`config.mk`:
```
export PLATFORM = sky130hd
export DESIGN_NAME = spawn_placer
export DESIGN_NICKNAME = d
export VERILOG_FILES = /design/src/rtl/spawn_placer.sv
export SDC_FILE = /design/constraint.sdc
export NUM_CORES = 1
export LEC_CHECK = 0
export ABC_AREA = 1
export BUFFER_PORTS_ARGS = -buffer_cell sky130_fd_sc_hd__clkbuf_2
export CORE_ASPECT_RATIO = 0.6
export CORE_MARGIN = 2
export CORE_UTILIZATION = 57
export DETAILED_ROUTE_END_ITERATION = 16
export PLACE_DENSITY = 0.8
export RECOVER_POWER = 100
export SLEW_MARGIN = 20
export SYNTH_ARGS = -nofsm -noshare
export SYNTH_HDL_FRONTEND = slang
export SYNTH_SLANG_ARGS = --single-unit
```
`constraint.sdc`:
```
create_clock -name clk -period 1.8 [get_ports clk]
set_input_delay 0.18 -clock clk [delete_from_list [all_inputs] [get_ports clk]]
set_output_delay 0.18 -clock clk [all_outputs]
set_load 0.03 [all_outputs]
```
`src/rtl/spawn_placer.sv`:
```
// spawn_placer: picks a pseudo-random empty cell on a 2048 board and decides
// whether the new tile is a 2 or a 4. An xorshift32 generator advances every
// clock. On start the empty mask is latched and scanned linearly from a random
// index until an empty cell is found.
module spawn_placer #(
   parameter int          IDX_W       = 4,
   parameter int          VAL_W       = 4,
   parameter logic [31:0] SEED        = 32'h392a4953,
   parameter int          FOUR_THRESH = 26
) (
   input  logic                  clk,
   input  logic                  rst,
   input  logic                  start,
   input  logic [2**IDX_W-1:0]   empty_mask,
   input  logic                  seed_load,
   input  logic [31:0]           seed_in,
   output logic                  busy,
   output logic                  done,
   output logic                  full,
   output logic [IDX_W-1:0]      pos,
   output logic [VAL_W-1:0]      val
);

   localparam int CELLS = 2**IDX_W;

   typedef enum logic [1:0] {IDLE, SCAN, FIN} state_t;

   state_t               state;
   logic [31:0]          x;
   logic [CELLS-1:0]     mask;
   logic [IDX_W-1:0]     idx;
   logic [IDX_W:0]       k;
   logic                 four;
   logic                 four_now;

   function automatic logic [31:0] xs_next(input logic [31:0] v);
      logic [31:0] t;
      t = v ^ (v << 13);
      t = t ^ (t >> 17);
      t = t ^ (t << 5);
      return t;
   endfunction

   // Tile-value decision on the current random value; 9 bits so 256 means "always".
   assign four_now = ({1'b0, x[31:24]} < 9'(FOUR_THRESH));

   // Free-running PRNG; a reseed wins over the advance, zero seeds fall back to SEED.
   always_ff @(posedge clk or negedge rst) begin
      if (!rst)
         x <= SEED;
      else if (seed_load)
         x <= (seed_in == 32'd0) ? SEED : seed_in;
      else
         x <= xs_next(x);
   end

   // Spawn FSM with registered status outputs; done is raised on entry to FIN.
   always_ff @(posedge clk or negedge rst) begin
      if (!rst) begin
         state <= IDLE;
         mask  <= '0;
         idx   <= '0;
         k     <= '0;
         four  <= 1'b0;
         busy  <= 1'b0;
         done  <= 1'b0;
         full  <= 1'b0;
         pos   <= '0;
         val   <= '0;
      end else begin
         case (state)
            IDLE: begin
               done <= 1'b0;
               if (start) begin
                  mask <= empty_mask;
                  idx  <= x[IDX_W-1:0];
                  four <= four_now;
                  k    <= '0;
                  if (empty_mask == '0) begin
                     // no empty cell: report full straight away, pos/val untouched
                     state <= FIN;
                     done  <= 1'b1;
                     full  <= 1'b1;
                  end else begin
                     state <= SCAN;
                     busy  <= 1'b1;
                  end
               end
            end
            SCAN: begin
               if (mask[idx]) begin
                  state <= FIN;
                  busy  <= 1'b0;
                  done  <= 1'b1;
                  full  <= 1'b0;
                  pos   <= idx;
                  val   <= four ? VAL_W'(2) : VAL_W'(1);
               end else if (k == (IDX_W+1)'(CELLS)) begin
                  // unreachable with a nonzero mask; guards against a stuck scan
                  state <= FIN;
                  busy  <= 1'b0;
                  done  <= 1'b1;
                  full  <= 1'b1;
               end else begin
                  idx <= idx + 1'b1;
                  k   <= k + 1'b1;
               end
            end
            FIN: begin
               done  <= 1'b0;
               state <= IDLE;
            end
            default: begin
               state <= IDLE;
               busy  <= 1'b0;
               done  <= 1'b0;
            end
         endcase
      end
   end

endmodule

```
==> flow_summary.json, run 1 <==
{
  "wirelength_um": 9639,
  "worstMarginPinSlew_ps": 1135,
  "clock-sinks": 69,
  "p_leak_nw": 2.150,
  "crit_path_end": "k[1]",
  "period_needed_ps": 1677,
  "synth.distinct_cells": 36,
  "via_count": 3260,
  "die_w_um": 110.6,
  "reg2reg_from": "idx[0]",
  "grt_pass1_vias": 2999,
  "setup_violations": 0,
  "ir_drop_mv": 1.111,
  "cts-buffers-inserted": 9,
  "status": "complete, no violations",
  "grt_usage_pct": 26.89,
  "cts_tree": "built",
  "crit_type": "flip-flop to flip-flop",
  "regArea_mm2": 0.001744,
  "routed_via_density": 5.309,
  "grt_pass1_wl_um": 15320,
  "areaGrowthSynthToFinish_pct": 16.94,
  "grt_overflow_total": 0,
  "hold_violations": 0,
  "crit_chain": "buf_4 -> o21ai_0 -> nand2_1 -> nand3_1 -> nand2_2 -> nand3_4 -> nand2_8 -> nand3_1 -> nand2_1",
  "dieArea_mm2": 0.007516,
  "post_route_cells_drive_above_1_share_pct": 20.68,
  "yosys_warnings": 0,
  "clkTransAtPathRegs_ps": 50,
  "insertion_delay_ps": 330,
  "antenna_found_initial": 0,
  "final-max-slew-violation-count": 0,
  "grt_max_degree": 27,
  "multi_input_area_mm2": 0.001867,
  "hp-class": "input pin to flip-flop",
  "drt_iter0_drc": 333,
  "syn_avg_cell_area_um2": 8.579,
  "place_hpwl_um": 7062,
  "die_h_um": 67.96,
  "ff2ff_path_depth": 9,
  "drc": 0,
  "core_mm2": 0.006648,
  "worstSetupStartpoint": "idx[0]",
  "fin_crit_sh_pct": 93.15,
  "place_ws_ps": 129.8,
  "drtAntennaViolNets": 0,
  "drv_cap": 0,
  "first_pass_iters": 5,
  "syn-cell-area_mm2": 0.003886,
  "synth-edff-count": 0,
  "synth_ff_type": "dfrtp_1",
  "crit_required_ps": 2010,
  "clock-root-buffer": "clkbuf_16",
  "layout_common_cells": "nand2_1, dfrtp_1, o21ai_0",
  "async_flop_share_pct": 100.0,
  "fin_skew_ps": 7.677,
  "cp_max_fo": 13,
  "r2r_end": "k[1]",
  "post_cts_buffers": 0,
  "synth_seq_area_share_pct": 44.88,
  "wl_per_cell_um": 15.70,
  "worstSetupEndpointType": "flip-flop",
  "fillers": 542,
  "clock_path_buffers": 2,
  "max_freq_mhz": 596.4,
  "tns_ps": 0,
  "slowest_delay_ps": 440,
  "fin_total_pwr_mw": 10.14,
  "arrival_ps": 1890,
  "io_pins": 63,
  "final_common_cell": "nand2_1",
  "fp-row-count": 23,
  "slowest_stage": "dfrtp_1",
  "finalWeightedCongestion": 0.9293,
  "r2r_slack_ps": 120,
  "startpoint_type": "flip-flop",
  "finalWorstSetupSlack_ps": 123.4,
  "power.density_mw_per_mm2": 2231,
  "slew_headroom_pct": 24.36,
  "synth-seq-cells": 69,
  "start_util_pct": 58.46,
  "nNetsFinal": 577,
  "diodes": 0,
  "cts_max_level": 3,
  "port_buffers": 60,
  "syn-instance-count": 453,
  "rsz0062_at_grt": "false"
}
-- per-stage QoR --
stage,hold WS [ps],cells,util (%),instance area [µm²]
final,74.34,614,68.36,4544
after floorplan,-115.6,454,-,3890
after CTS,75.58,614,69.28,4606
after global routing,85.00,614,68.36,4544
after detailed placement,165.3,597,64.82,4309
after global placement,153.1,597,64.82,4309
-- where the power goes --
part | total [mW] | internal, mW | switching, mW
sequential | 3.03 | 2.41 | 0.617
combinational | 5.40 | 2.26 | 3.14
clock | 1.71 | 1.07 | 0.644
total | 10.1 | 5.74 | 4.40
-- flip-flops by register name, summed over array words and instances (netlist names) --
name and cells:
state 2, pos 4, mask 16, idx 4
busy 1, full 1, k 5, val 2
x 32, four 1, done 1
-- routing by layer --
layer	vias up	share of wire (%)	track usage (%)
met4	0	1.1	7.344
met5	-	0	0
li1	1564	-	-
met3	11	9.3	7.795
met2	151	43	40.18
met1	1534	46	38.70
-- synthesized netlist by cell type (all sizes together) (2+ instances only) --
cell type | number | area share [%]
buf | 8 | 2.0
nand2 | 121 | 13
a21oi | 3 | 0.39
ha | 3 | 0.97
nand4 | 2 | 0.48
clkbuf | 9 | 0.87
xnor2 | 44 | 11
dfstp | 14 | 9.5
inv | 36 | 3.5
nand3 | 20 | 3.4
nor2 | 42 | 4.5
o21ai | 67 | 9.6
xor2 | 19 | 4.3
dfrtp | 55 | 35
nor3 | 3 | 0.39
-- cells by family (layout without fill, tap and decap cells) --
family,after synthesis,count (layout),share of synthesized area (%)
and+or+nand+nor,189,189,21.60
other,1,2,0.09649
buffers and inverters,53,126,6.375
DFF,69,69,44.88
adders and majority gates,3,3,0.9660
xor gates and xnor gates,63,63,15.16
AOI/OAI and AO/OA,75,75,10.91
-- worst min path at each step --
| stage | startpoint | end | slack [ps] | depth (start not counted) |
|---|---|---|---|---|
| floorplan | rst | busy | -120 | 0 |
| global placement | rst | x[20] | 150 | 1 |
| detailed placement | rst | x[15] | 170 | 1 |
| CTS | empty_mask[7] | mask[7] | 80 | 3 |
| global route | empty_mask[2] | mask[2] | 90 | 3 |
| finish | empty_mask[2] | mask[2] | 70 | 3 |
-- final cells by class --
type                       count  area share (%)
timing repair buffer          74           8.866
inverter                      36           2.974
clock buffer                  12           5.204
multi-input combinational    332           41.08
sequential                    69           38.38
tap                           87           2.395
clock inverter                 4           1.101
-- critical path, delay by kind of cell (launching register included) --
kind	cells	cell delay [ps]
AND/OR/NAND/NOR	7	720
flip-flops	1	440
AO/OA/AOI/OAI	1	200
buffers and inverters	1	190
-- timing repair --
item	4_1_cts	5_1_grt
endpoints found under the setup margin	0	4
hold buffers	1	0
endpoints found under the hold margin	4	0
gates resized for setup	0	3
No activity file was read; power rests on OpenSTA's default activity.
==> run 2: changes to the inputs <==
- CORE_UTILIZATION: 57 -> 46
- PLACE_DENSITY: 0.8 -> 0.67
- REMOVE_ABC_BUFFERS: not set -> 1
==> run 2 against run 1 <==
Net effect: clock power hardly changed; clock skew is 0.63 ps higher; die area is 23% higher; worst setup slack better by 43 ps; flip-flop and latch count stayed put; hold slack worse by 8.4 ps; fmax is 2.6% higher; non-clock buffer count is 5 higher.
==> flow_summary.json, run 2 (synthesis results as in run 1) <==
{
  "status": "complete, no violations",
  "place_area_mm2": 0.004373,
  "netSwitchingFraction_pct": 42.61,
  "finalWorstSetupSlack_ps": 166.0,
  "crit_type": "flip-flop to flip-flop",
  "hp-class": "input pin to flip-flop",
  "startpoint_type": "flip-flop",
  "post_route_cells_drive_above_1_share_pct": 20.11,
  "largest_reg_flops": 32,
  "insertion_delay_ps": 330,
  "min_from": "seed_in[31]",
  "power_frac_clock_pct": 17.0,
  "holdPathStages": 3,
  "p_leak_nw": 2.144,
  "first_pass_iters": 7,
  "routed_via_density": 4.966,
  "top_register": "x",
  "whs_endpoint": "x[31]",
  "cp_max_fo": 20,
  "r2r_slack_ps": 170,
  "slew_headroom_pct": 49.08,
  "cts_tree": "built",
  "place_hpwl_um": 7239,
  "dieArea_mm2": 0.009223,
  "place_ws_ps": 155.4,
  "wirelength_um": 9300,
  "die_h_um": 75.20,
  "fin_crit_sh_pct": 90.78,
  "tns_ps": 0,
  "drt_iter0_drc": 274,
  "crit_required_ps": 2000,
  "ir_drop_mv": 1.149,
  "drv_cap": 0,
  "setup_violations": 0,
  "grt_pass1_vias": 2977,
  "grt_pass1_wl_um": 15150,
  "final_common_cell": "nand2_1",
  "r2r_end": "idx[1]",
  "worstSetupEndpointType": "flip-flop",
  "clkTransAtPathRegs_ps": 60,
  "drtAntennaViolNets": 0,
  "die_w_um": 122.7,
  "io_pins": 63,
  "grt_max_degree": 51,
  "clock-root-buffer": "clkbuf_16",
  "top_regs": "x: 32 flops, mask: 16 flops, k: 5 flops",
  "clock-sinks": 69,
  "grt_overflow_total": 0,
  "nNetsFinal": 582,
  "core_mm2": 0.008039,
  "drc": 0,
  "max_freq_mhz": 612.0,
  "via_count": 3178,
  "rsz0062_at_grt": "false",
  "wl_per_cell_um": 14.53,
  "clock_path_buffers": 2,
  "start_util_pct": 48.34,
  "cts_max_level": 3,
  "cts-buffers-inserted": 9,
  "fillers": 745,
  "power.density_mw_per_mm2": 2195,
  "areaGrowthSynthToFinish_pct": 16.90,
  "diodes": 0,
  "worstMarginPinSlew_ps": 763.8,
  "arrival_ps": 1830,
  "port_buffers": 60,
  "finalWeightedCongestion": 0.9398,
  "hold_violations": 0,
  "fp-row-count": 25,
  "grt_usage_pct": 21.97,
  "comb_power_share_pct": 53.4,
  "final-max-slew-violation-count": 0,
  "cellInternalPower_mw": 5.723,
  "ff2ff_path_depth": 7,
  "layout_common_cells": "nand2_1, dfrtp_1, o21ai_0, clkbuf_2, xnor2_1",
  "stdcell_area_mm2": 0.004543,
  "fin_skew_ps": 8.310,
  "seq_power_share_pct": 29.6,
  "p_sw_mw": 4.250,
  "antenna_found_initial": 0,
  "period_needed_ps": 1634,
  "fin_total_pwr_mw": 9.973,
  "reg2reg_from": "state[1]"
}
-- run 2: cell count changes in the layout (fill, tap and decap cells not counted), moves of 2 or more --
| cell | before | now |
|---|---|---|
| clkbuf_2 | 51 | 54 |
| xnor2_2 | 3 | 1 |
| clkbuf_1 | 17 | 21 |
| xnor2_1 | 41 | 43 |
| clkinvlp_4 | 2 | 0 |
-- run 2: metrics by stage --
step / hold WS, ps / instances / utilization (%)
after floorplan: -115.6 / 437 / -
after global placement: 273.9 / 623 / 54.40
after detailed placement: 276.3 / 623 / 54.40
after CTS: 65.00 / 640 / 57.99
after global routing: 77.76 / 640 / 56.51
final: 65.98 / 640 / 56.51
-- run 2: worst max path at each step --
stage              to  depth (start not counted)      from  slack (ps)
2_1_floorplan    full                          8  state[1]        -300
3_3_place_gp   pos[0]                          9    idx[0]         170
3_5_place_dp     full                          9    idx[0]         160
4_1_cts        pos[3]                          9    idx[0]         140
5_1_grt        idx[1]                          8  state[1]          40
6_report       idx[1]                          7  state[1]         170
-- run 2: layer usage --
layer  GRT usage [%]  vias up  wire [µm]
li1                -     1579          -
met1           34.94     1491       4853
met2           29.59       97       3590
met3           4.697       11        749
met4           6.130        0        107
met5               0        -          0
-- run 2: critical path: stages (launching register included) --
cell      delay (ps)
dfrtp_1          390
nor2_1           250
inv_2             40
nor2_1           140
inv_2             50
clkbuf_2         280
nand2_4          240
o21ai_0          110
-- run 2: final cells by class --
cell class,instances,area [µm²],share of cell area (%)
clock buffer,14,244.0,5.370
clock inverter,2,35.03,0.7711
sequential,69,1744,38.39
inverter,36,135.1,2.974
timing repair buffer,79,412.9,9.088
multi-input combinational,332,1837,40.43
tap,108,135.1,2.974
-- run 2: repair_timing --
action	in CTS	in global routing
hold buffers	1	0
setup endpoints to repair	0	0
gates resized for setup	0	0
endpoints found under the hold margin	14	0
buffers inserted	0	0
-- run 2: power by group through the flow --
stage	logic [mW]	clock network (mW)	registers [mW]
global placement	5.51	0	3.01
finish	5.32	1.69	2.96
detailed placement	5.58	0	3.04
global route	5.95	1.78	3.04
CTS	5.62	1.71	3.02
floorplan	4.06	0	3.09
